$ cat src/rtl/dragonfang_pkg.sv
// Platform-wide vector configuration.
package dragonfang_pkg;

  localparam int unsigned VLEN = 128;

endpackage

$ cat src/rtl/riscv_v_pkg.sv
// RISC-V vector types shared between the decoder and the mask execute units.
package riscv_v_pkg;

  localparam int unsigned XLEN = 32;

  typedef enum logic [2:0] {
    POPC  = 3'd0,
    FIRST = 3'd1,
    SBF   = 3'd2,
    SIF   = 3'd3,
    SOF   = 3'd4
  } mask_reduction_op_t;

endpackage

$ cat src/rtl/mask_chunk_scanner.sv
// Combinational scan of one mask chunk: popcount, first set bit and set-first masks.
module mask_chunk_scanner #(
  parameter int unsigned CHUNK_WIDTH = 16
) (
  input  logic [CHUNK_WIDTH-1:0]         src,
  input  logic [CHUNK_WIDTH-1:0]         act,
  input  logic                           found_in,
  output logic [$clog2(CHUNK_WIDTH):0]   pop_c,
  output logic [$clog2(CHUNK_WIDTH)-1:0] first_c,
  output logic                           hit_c,
  output logic [CHUNK_WIDTH-1:0]         sbf_c,
  output logic [CHUNK_WIDTH-1:0]         sif_c,
  output logic [CHUNK_WIDTH-1:0]         sof_c
);

  localparam int unsigned PW = $clog2(CHUNK_WIDTH) + 1;
  localparam int unsigned FW = $clog2(CHUNK_WIDTH);

  logic seen;
  logic eff;

  // Walk the chunk low to high; 'seen' tracks whether a set bit precedes element i
  always_comb begin
    pop_c   = '0;
    first_c = '0;
    hit_c   = 1'b0;
    sbf_c   = '0;
    sif_c   = '0;
    sof_c   = '0;
    seen    = found_in;
    eff     = 1'b0;
    for (int i = 0; i < int'(CHUNK_WIDTH); i++) begin
      eff   = src[i] & act[i];
      pop_c = pop_c + PW'(eff);
      if (eff && !hit_c) begin
        first_c = FW'(i);
        hit_c   = 1'b1;
      end
      if (act[i]) begin
        sbf_c[i] = !seen && !eff;
        sif_c[i] = !seen;
        sof_c[i] = !seen && eff;
      end
      if (eff) seen = 1'b1;
    end
  end

endmodule

$ cat src/rtl/vector_mask_reduction_unit.sv
// Multi-cycle RVV mask reduction unit: vcpop.m, vfirst.m, vmsbf.m, vmsif.m, vmsof.m.
module vector_mask_reduction_unit
  import riscv_v_pkg::*;
#(
  parameter int unsigned VLEN        = dragonfang_pkg::VLEN,
  parameter int unsigned CHUNK_WIDTH = 16,
  parameter int unsigned XLEN        = riscv_v_pkg::XLEN
) (
  input  logic                     clock,
  input  logic                     reset,
  input  logic                     in_valid,
  output logic                     in_ready,
  input  mask_reduction_op_t       op,
  input  logic [$clog2(VLEN):0]    vl,
  input  logic                     vm,
  input  logic [VLEN-1:0]          vs2,
  input  logic [VLEN-1:0]          v0,
  output logic                     out_valid,
  input  logic                     out_ready,
  output logic [XLEN-1:0]          rd,
  output logic [VLEN-1:0]          vd
);

  localparam int unsigned NCH = VLEN / CHUNK_WIDTH;
  localparam int unsigned KW  = (NCH > 1) ? $clog2(NCH) : 1;
  localparam int unsigned IW  = $clog2(VLEN);
  localparam int unsigned VLW = IW + 1;
  localparam int unsigned CFW = $clog2(CHUNK_WIDTH);
  localparam int unsigned CPW = $clog2(CHUNK_WIDTH) + 1;

  // FINAL registers the result so out_valid and rd/vd change together
  typedef enum logic [1:0] {ST_IDLE, ST_SCAN, ST_FINAL, ST_DONE} state_t;

  state_t             state;
  logic [KW-1:0]      k;
  logic [KW-1:0]      last_k;
  mask_reduction_op_t op_q;
  logic [VLW-1:0]     vl_q;
  logic               vm_q;
  logic [VLEN-1:0]    vs2_q;
  logic [VLEN-1:0]    v0_q;
  logic [XLEN-1:0]    pop_count;
  logic               found;
  logic [IW-1:0]      first_idx;
  logic [VLEN-1:0]    vd_acc;

  logic [IW-1:0]          base_c;
  logic [IW-1:0]          eidx_c;
  logic [CHUNK_WIDTH-1:0] src_c;
  logic [CHUNK_WIDTH-1:0] act_c;
  logic [CHUNK_WIDTH-1:0] chunk_bits_c;
  logic [CPW-1:0]         pop_c;
  logic [CFW-1:0]         first_c;
  logic                   hit_c;
  logic [CHUNK_WIDTH-1:0] sbf_c;
  logic [CHUNK_WIDTH-1:0] sif_c;
  logic [CHUNK_WIDTH-1:0] sof_c;

  // Slice the current chunk and derive the per-element active mask
  always_comb begin
    base_c = IW'(k * CHUNK_WIDTH);
    src_c  = vs2_q[base_c +: CHUNK_WIDTH];
    act_c  = '0;
    eidx_c = '0;
    for (int j = 0; j < int'(CHUNK_WIDTH); j++) begin
      eidx_c   = base_c + IW'(j);
      act_c[j] = (VLW'(eidx_c) < vl_q) && (vm_q || v0_q[eidx_c]);
    end
  end

  mask_chunk_scanner #(
    .CHUNK_WIDTH (CHUNK_WIDTH)
  ) u_scanner (
    .src      (src_c),
    .act      (act_c),
    .found_in (found),
    .pop_c    (pop_c),
    .first_c  (first_c),
    .hit_c    (hit_c),
    .sbf_c    (sbf_c),
    .sif_c    (sif_c),
    .sof_c    (sof_c)
  );

  // Pick which set-first flavour is written into vd
  always_comb begin
    chunk_bits_c = '0;
    case (op_q)
      SBF:     chunk_bits_c = sbf_c;
      SIF:     chunk_bits_c = sif_c;
      SOF:     chunk_bits_c = sof_c;
      default: chunk_bits_c = '0;
    endcase
  end

  // Control FSM, capture registers, accumulators and registered outputs
  always_ff @(posedge clock) begin
    if (reset) begin
      state     <= ST_IDLE;
      k         <= '0;
      last_k    <= '0;
      op_q      <= POPC;
      vl_q      <= '0;
      vm_q      <= 1'b0;
      vs2_q     <= '0;
      v0_q      <= '0;
      pop_count <= '0;
      found     <= 1'b0;
      first_idx <= '0;
      vd_acc    <= '0;
      in_ready  <= 1'b1;
      out_valid <= 1'b0;
      rd        <= '0;
      vd        <= '0;
    end else begin
      case (state)
        ST_IDLE: begin
          if (in_valid) begin
            op_q      <= op;
            vl_q      <= vl;
            vm_q      <= vm;
            vs2_q     <= vs2;
            v0_q      <= v0;
            k         <= '0;
            last_k    <= (vl == '0) ? '0 : KW'((32'(vl) - 32'd1) / CHUNK_WIDTH);
            pop_count <= '0;
            found     <= 1'b0;
            first_idx <= '0;
            vd_acc    <= '0;
            in_ready  <= 1'b0;
            state     <= (vl == '0) ? ST_FINAL : ST_SCAN;
          end
        end
        ST_SCAN: begin
          pop_count <= pop_count + XLEN'(pop_c);
          if (!found && hit_c) begin
            found     <= 1'b1;
            first_idx <= base_c + IW'(first_c);
          end
          vd_acc[base_c +: CHUNK_WIDTH] <= chunk_bits_c;
          k <= k + KW'(1);
          if (k == last_k) state <= ST_FINAL;
        end
        ST_FINAL: begin
          rd <= '0;
          vd <= '0;
          case (op_q)
            POPC:  rd <= pop_count;
            FIRST: rd <= found ? XLEN'(first_idx) : '1;
            default: vd <= vd_acc;
          endcase
          out_valid <= 1'b1;
          state     <= ST_DONE;
        end
        ST_DONE: begin
          if (out_ready) begin
            out_valid <= 1'b0;
            in_ready  <= 1'b1;
            state     <= ST_IDLE;
          end
        end
        default: state <= ST_IDLE;
      endcase
    end
  end

endmodule

$ cat config.mk
export PLATFORM = sky130hd
export DESIGN_NAME = vector_mask_reduction_unit
export DESIGN_NICKNAME = d
export VERILOG_FILES = /design/src/rtl/dragonfang_pkg.sv /design/src/rtl/riscv_v_pkg.sv /design/src/rtl/mask_chunk_scanner.sv /design/src/rtl/vector_mask_reduction_unit.sv
export SDC_FILE = /design/constraint.sdc
export NUM_CORES = 1
export LEC_CHECK = 0
export ABC_AREA = 1
export BUFFER_PORTS_ARGS = -buffer_cell sky130_fd_sc_hd__buf_2
export CORE_MARGIN = 2
export CORE_UTILIZATION = 38
export CTS_BUF_LIST = sky130_fd_sc_hd__clkbuf_8
export DETAILED_ROUTE_END_ITERATION = 7
export SYNTH_ARGS = -nofsm -noshare
export SYNTH_HDL_FRONTEND = slang
export SYNTH_SLANG_ARGS = --single-unit
$ cat constraint.sdc
create_clock -name clock -period 6.6 [get_ports clock]
set_clock_uncertainty 0.1 [all_clocks]
set_input_delay 0.99 -clock clock [delete_from_list [all_inputs] [get_ports clock]]
set_output_delay 0.99 -clock clock [all_outputs]
set_load 0.03 [all_outputs]
; After elaboration in Yosys (flattened, before gate mapping)
; Cells that the tools add are included.
[word_totals]
in_bits = 272
reg_bits = 606
[classes]
shift = 3
n_lt_le_gt_ge = 32
muxes = 153
bitwise_logic = 16
n_eq_ne = 12
n_addsub = 35
n_reduce_logical = 140
[op_table]
columns = op, n
row1 = $mux 128, 2
row2 = $pmux 128 s2, 1
row3 = $bwmux 128, 1
row4 = $lt 7x8->1, 16
row5 = $lt 7x8->1 const B, 16
row6 = $pmux 32 s2, 2
row7 = $shift 16x9->128 const A, 1
row8 = $shiftx 128x8->16, 1
row9 = $shiftx 16x9->128, 1
row10 = $bmux 1 s7, 15
row11 = $mux 1, 100
row12 = $add 5x1->5, 14
row13 = $logic_and 1x1->1, 64
row14 = $mux 32, 2
row15 = $add 7x4->7 const B, 8
row16 = $pmux 16 s3, 1
row17 = $logic_not 1->1, 47
row18 = $add 32x5->32, 1
row19 = $mux 4, 8
row20 = $add 7x3->7 const B, 4
row21 = $mux 3, 6
row22 = $and 1x1->1, 16
row23 = $logic_or 1x1->1, 16
row24 = $add 7x2->7 const B, 2
row25 = 27 further kinds, 46

; Logic depth before layout (Yosys ltp)
[logic_depth]
ltp_word = 54
depth_mapped = 40
depth_no_buf = 39

; Cells and area by module
; From an unflattened synthesis, not the netlist that was laid out.
[unflattened]
hier_cells = 3786
hier_area_um2 = 26711.9
[by_module_without_submodules]
columns = module, area_each_um2, n_inst, cells_each
row1 = vector_mask_reduction_unit, 25610.8, 1, 3591
row2 = mask_chunk_scanner, 1101.1, 1, 195

; Worst setup path before layout
; No wires, ideal clock.
[synth_timing]
path_kind = reg2reg
startpoint = register k[1]
endpoint = register pop_count[22]
t_arrival_ns = 6.820
path_slack_ns = -0.439
n_path_buf = 0
stages_incl_launch_ff = 30
path_cell_list = dfxtp_1 > ha_1 > a21oi_1 > o21ai_2 > nor2_1 > nand3_2 > ha_1 > fa_1 > fa_1 > fa_1 > inv_1 > fa_1 > fa_1 > inv_1 > fa_1 > fa_1 > nor2_1 > a211oi_1 > nor2_1 > nor2_1 > nor3_1 > nand2_1 > nor2_1 > inv_1 > nor3_1 > nand3_1 > nor3_1 > nand3_1 > o21ai_0 > a21oi_1
[synth_via]
elab_chain_cells = 23
elab_cells_between_ends = 129
[synth_rtl]
columns = element, line_no
row1 = from (decl), vector_mask_reduction_unit.sv:35  ; logic [KW-1:0] k;
row2 = from (signal assigned), vector_mask_reduction_unit.sv:141  ; k <= k + KW'(1);
row3 = $add 7x1->7, vector_mask_reduction_unit.sv:66  ; eidx_c = base_c + IW'(j);
row4 = $bmux 1 s7, vector_mask_reduction_unit.sv:67  ; act_c[j] = (VLW'(eidx_c) < vl_q) && (vm_q || v0_q[eidx_c]);
row5 = $mux 1 (not written as such), vector_mask_reduction_unit.sv:67
row6 = $logic_or 1x1->1, vector_mask_reduction_unit.sv:67
row7 = $logic_and 1x1->1, vector_mask_reduction_unit.sv:67
row8 = $and 1x1->1, mask_chunk_scanner.sv:33  ; eff = src[i] & act[i];
row9 = $add 1x1->2, mask_chunk_scanner.sv:34  ; pop_c = pop_c + PW'(eff);
row10 = $add 5x1->5 (13 in series), mask_chunk_scanner.sv:34
row11 = $add 5x1->5 (*), mask_chunk_scanner.sv:34
row12 = $add 32x5->32 (*), vector_mask_reduction_unit.sv:135  ; pop_count <= pop_count + XLEN'(pop_c);
row13 = $pmux 32 s2 (*), vector_mask_reduction_unit.sv:116  ; case (state)
row14 = to (signal assigned), vector_mask_reduction_unit.sv:135
row15 = to (decl), vector_mask_reduction_unit.sv:42  ; logic [XLEN-1:0] pop_count;
; Every way passes the cells marked *; elsewhere a longest branch is shown, timed or not. The select of a mux whose other input is x is not followed.
; A chain may end at the register's enable or synchronous reset.

; Worst setup path in the final report
[layout_timing]
startpoint = register vl_q[6]
endpoint = register pop_count[29]
[layout_via]
elab_chain_cells = 20
elab_cells_between_ends = 65
[layout_rtl]
columns = element, line_no
row1 = from (decl), vector_mask_reduction_unit.sv:38  ; logic [VLW-1:0] vl_q;
row2 = from (signal assigned), vector_mask_reduction_unit.sv:120  ; vl_q <= vl;
row3 = $lt 7x8->1, vector_mask_reduction_unit.sv:67
row4 = $logic_and 1x1->1, vector_mask_reduction_unit.sv:67
row5 = $and 1x1->1, mask_chunk_scanner.sv:33
row6 = $add 1x1->2, mask_chunk_scanner.sv:34
row7 = $add 5x1->5 (13 in series), mask_chunk_scanner.sv:34
row8 = $add 5x1->5 (*), mask_chunk_scanner.sv:34
row9 = $add 32x5->32 (*), vector_mask_reduction_unit.sv:135
row10 = $pmux 32 s2 (*), vector_mask_reduction_unit.sv:116
; Every way passes the cells marked *; elsewhere a longest branch is shown, timed or not.

==> metrics.yaml <==
clock_tree:
  cts_tree: "built"
  ctsRootBufferMaster: "clkbuf_8"
  cts_max_level: 3
  cts_buffers: 103
  clkSinkCount: 606
  clock_path_buffers: 3
  holdBufCountCts: 0
  clk_pin_slew_worst_paths_ns: 0.07
  clock_latency_ns: 0.74
placement:
  numPortBuffers: 433
  gp_congestion: 0.903
  place_hpwl_um: 65400
  pre_cts_ws_ns: -0.242
  placedInstanceArea_sq_um: 29800
power:
  power_density_nw_per_um2: 458
  share_comb_of_total_power_pct: 44.1
  vdd_drop_max_mv: 0.216
  switching_share_pct: 43.0
  p_int_mw: 8.78
  seq_power_share_pct: 32.9
  p_switching_mw: 6.61
  p_leak_nw: 14.6
  power_frac_clock_pct: 23.0
die:
  die_h_um: 267
  ios: 434
  chipWidth_um: 267
  start_util_pct: 38.4
  coreArea_sq_um: 68500
  die-area_sq_um: 71300
  num_rows: 96
run_status:
  outcome: "finished, violations left"
  violations: "setup timing"
yosys:
  synth_top_area_share_pct: 46.2
  synth_area_leaders: "dfxtp_1 (46%), nor2_1 (11%), o21ai_0 (9.4%)"
  ys_seq_elements: 606
  syn-mean-instance-area_sq_um: 7.15
  synth-warning-count: 0
  syn-cell-area_sq_um: 26300
  synth_edf_count: 0
  seq_area_frac_synth_pct: 46.2
  synth_nets: 3984
  syn_inst: 3676
  ys.flop_type: "dfxtp_1"
  synth.distinct_cells: 55
  async_reset_ff_share_pct: 0
  yosysTopAreaCell: "dfxtp_1"
worst_setup_path:
  crit_path_top_delay_cell: "fa_1"
  crit_end: "pop_count[29]"
  r2r_slack_ns: -0.35
  cp.arrival_ns: 7.41
  rr_startpoint: "vl_q[6]"
  setup.worst_path.start: "vl_q[6]"
  cp-start-kind: "flop"
  crit_path_end_kind: "flop"
  cp_max_fo: 4
  required_ns: 7.06
  r2r_end: "pop_count[29]"
  cpPeakStageDelay_ns: 0.57
  critical_path_class: "reg -> reg"
  cpMostUsedCell: "inv_2"
  worstRegToRegCells: 38
route:
  drt_iter0_markers: 2509
  drt-wirelength-per-cell_um: 18.5
  drt-total-wl_um: 96200
  drc: 0
  antenna_left: 0
  dr.pass1.iters: 6
  num_vias: 27001
  via_per_inst: 5.19
global_route:
  use_met3_pct: 3.59
  grt_busiest_layer: "met2"
  grt_overflow: 0
  use_met2_pct: 42.2
  grt_use_met1_pct: 34.9
  grt_pass1_vias: 25055
  grt_max_degree: 215
  antenna_found_initial: 7
  grt_usage_pct: 26.1
  grt_pass1_wl_um: 145000
layout:
  design_area_sq_um: 33600
  fin_nets: 4555
  area_delta_synth_final_pct: 27.9
  utilization_pct: 49.1
  layout-drive-gt1-share_pct: 23.7
  fillers: 6962
timing:
  maxSlewHeadroom_pct: 18.9
  fin_crit_sh_pct: 105
  slew_violations: 0
  rsz0062_at_grt: "true"
  fmax_mhz: 144
  min_period_ns: 6.95
  setup_viol: 23
  finalHoldViolCount: 0
  tightest_slew_ns: 1.21
  setup_slack_ns: -0.350
worst_hold_path:
  hold_depth: 2
  worstHoldPathType: "reg -> reg"
run:
  cap_viol_max_count: 0
-- logic make-up after synthesis --
| group | share of synthesized area [%] |
|---|---|
| buffers and inverters | 7.05 |
| AO/OA/AOI/OAI | 17.0 |
| XOR/XNOR | 0.500 |
| flip-flops | 46.2 |
| multiplexers | 0.0381 |
| adder cells (fa/ha/maj) | 2.03 |
| AND/OR/NAND/NOR | 27.2 |
-- worst min path at each step --
stage              start   endpoint  slack, ns
2_1_floorplan  v0_q[105]  v0_q[105]       0.32
4_1_cts        out_ready  out_valid       0.32
5_1_grt        out_ready  out_valid       0.36
3_3_place_gp   v0_q[105]  v0_q[105]       0.34
6_report        v0_q[42]   v0_q[42]       0.35
3_5_place_dp    v0_q[42]   v0_q[42]       0.34
-- through the flow --
| stage | setup TNS, ns | hold slack, ns | power (mW) | std cells |
|---|---|---|---|---|
| floorplan | 0 | 0.325 | 9.04 | 3676 |
| global placement | -0.938 | 0.337 | 11.0 | 4883 |
| detailed placement | -1.62 | 0.344 | 11.1 | 4883 |
| CTS | -0.165 | 0.325 | 15.0 | 5185 |
| global route | -12.60 | 0.355 | 16.3 | 5204 |
| finish | -3.33 | 0.349 | 15.4 | 5204 |
-- Yosys cell counts, drive strengths merged, types with 7 or more instances --
cell type,number
clkbuf,190
nand2,576
nor3,159
o21ai,505
nand4,16
nand3,194
xor2,10
o22ai,21
o21a,7
fa,11
ha,25
a22oi,24
o221ai,7
nor4,16
a21oi,262
nor2,763
buf,68
dfxtp,606
inv,182
-- cell type report --
class                           count  area [sq um]  area share, %
Tap cell                          882          1100           3.28
Antenna cell                        5          12.5         0.0372
Timing Repair Buffer              724          4610           13.7
Multi-Input combinational cell   2625         12800           38.2
Clock buffer                      129          1780           5.28
Inverter                          187           732           2.18
Clock inverter                     46           378           1.12
Sequential cell                   606         12100           36.1
-- what timing repair did --
action / in CTS / in global routing
resized for setup: 30 / 112
gates cloned: 0 / 2
setup endpoints to repair: 12 / 73
pin swaps: 20 / 44
setup buffers: 127 / 21
-- power by group through the flow --
stage	clock network [mW]	logic [mW]	registers, mW
2_1_floorplan	0	3.42	5.62
3_3_place_gp	0	5.91	5.12
3_5_place_dp	0	5.93	5.12
4_1_cts	3.61	6.37	5.05
5_1_grt	3.78	7.43	5.14
6_report	3.54	6.79	5.07
-- state kept, by name (all words and copies together), names as in the netlist --
register	cells
first_idx	7
pop_count	32
out_valid	1
vs2_q	128
in_ready	1
v0_q	128
vl_q	8
op_q	3
rd	32
state	2
vd	128
k	3
vm_q	1
last_k	3
found	1
vd_acc	128
-- placed cells by master, fill, tap and decap left out, types with 5 or more instances in the layout --
master / synthesis / routed
buf_6: 11 / 15
nand3_1: 190 / 181
nor2_1: 751 / 732
o221ai_1: 7 / 7
buf_2: 25 / 432
nor3_2: 0 / 5
diode_2: 0 / 5
a22oi_1: 24 / 24
o21a_1: 7 / 7
nand2_2: 5 / 15
clkbuf_8: 0 / 129
a21oi_2: 4 / 18
ha_1: 25 / 20
nor3_1: 158 / 150
o21ai_1: 9 / 15
ha_4: 0 / 5
nand2_1: 571 / 555
buf_12: 0 / 11
o22ai_1: 21 / 21
dfxtp_2: 0 / 5
dfxtp_1: 606 / 600
nand3_2: 4 / 10
nand2_4: 0 / 6
nor2_2: 7 / 16
inv_2: 5 / 17
a21oi_1: 258 / 242
fa_1: 11 / 8
nand4_1: 13 / 13
bufinv_16: 0 / 5
inv_1: 176 / 184
nor4_1: 14 / 9
xor2_1: 10 / 10
nor2_4: 5 / 15
o21ai_0: 494 / 488
clkinv_2: 1 / 10
buf_4: 17 / 261
inv_6: 0 / 5
-- metal layers --
metal / wire length [um] / share of wire [%] / vias up
met5: 0 / 0 / -
met4: 3330 / 3.5 / 0
met3: 5910 / 6.1 / 187
met2: 44700 / 46 / 974
met1: 42300 / 44 / 12552
li1: - / - / 13288
-- critical path: cells and delay by family, from the launching register on --
family / cells / cell delay, ns
xor gates and xnor gates: 1 / 0.14
adders and majority gates: 8 / 3.25
and+or+nand+nor: 18 / 2.10
DFF: 1 / 0.32
buffers and inverters: 8 / 0.45
AOI/OAI and AO/OA: 3 / 0.40
Power figures use the tool's default switching activity.
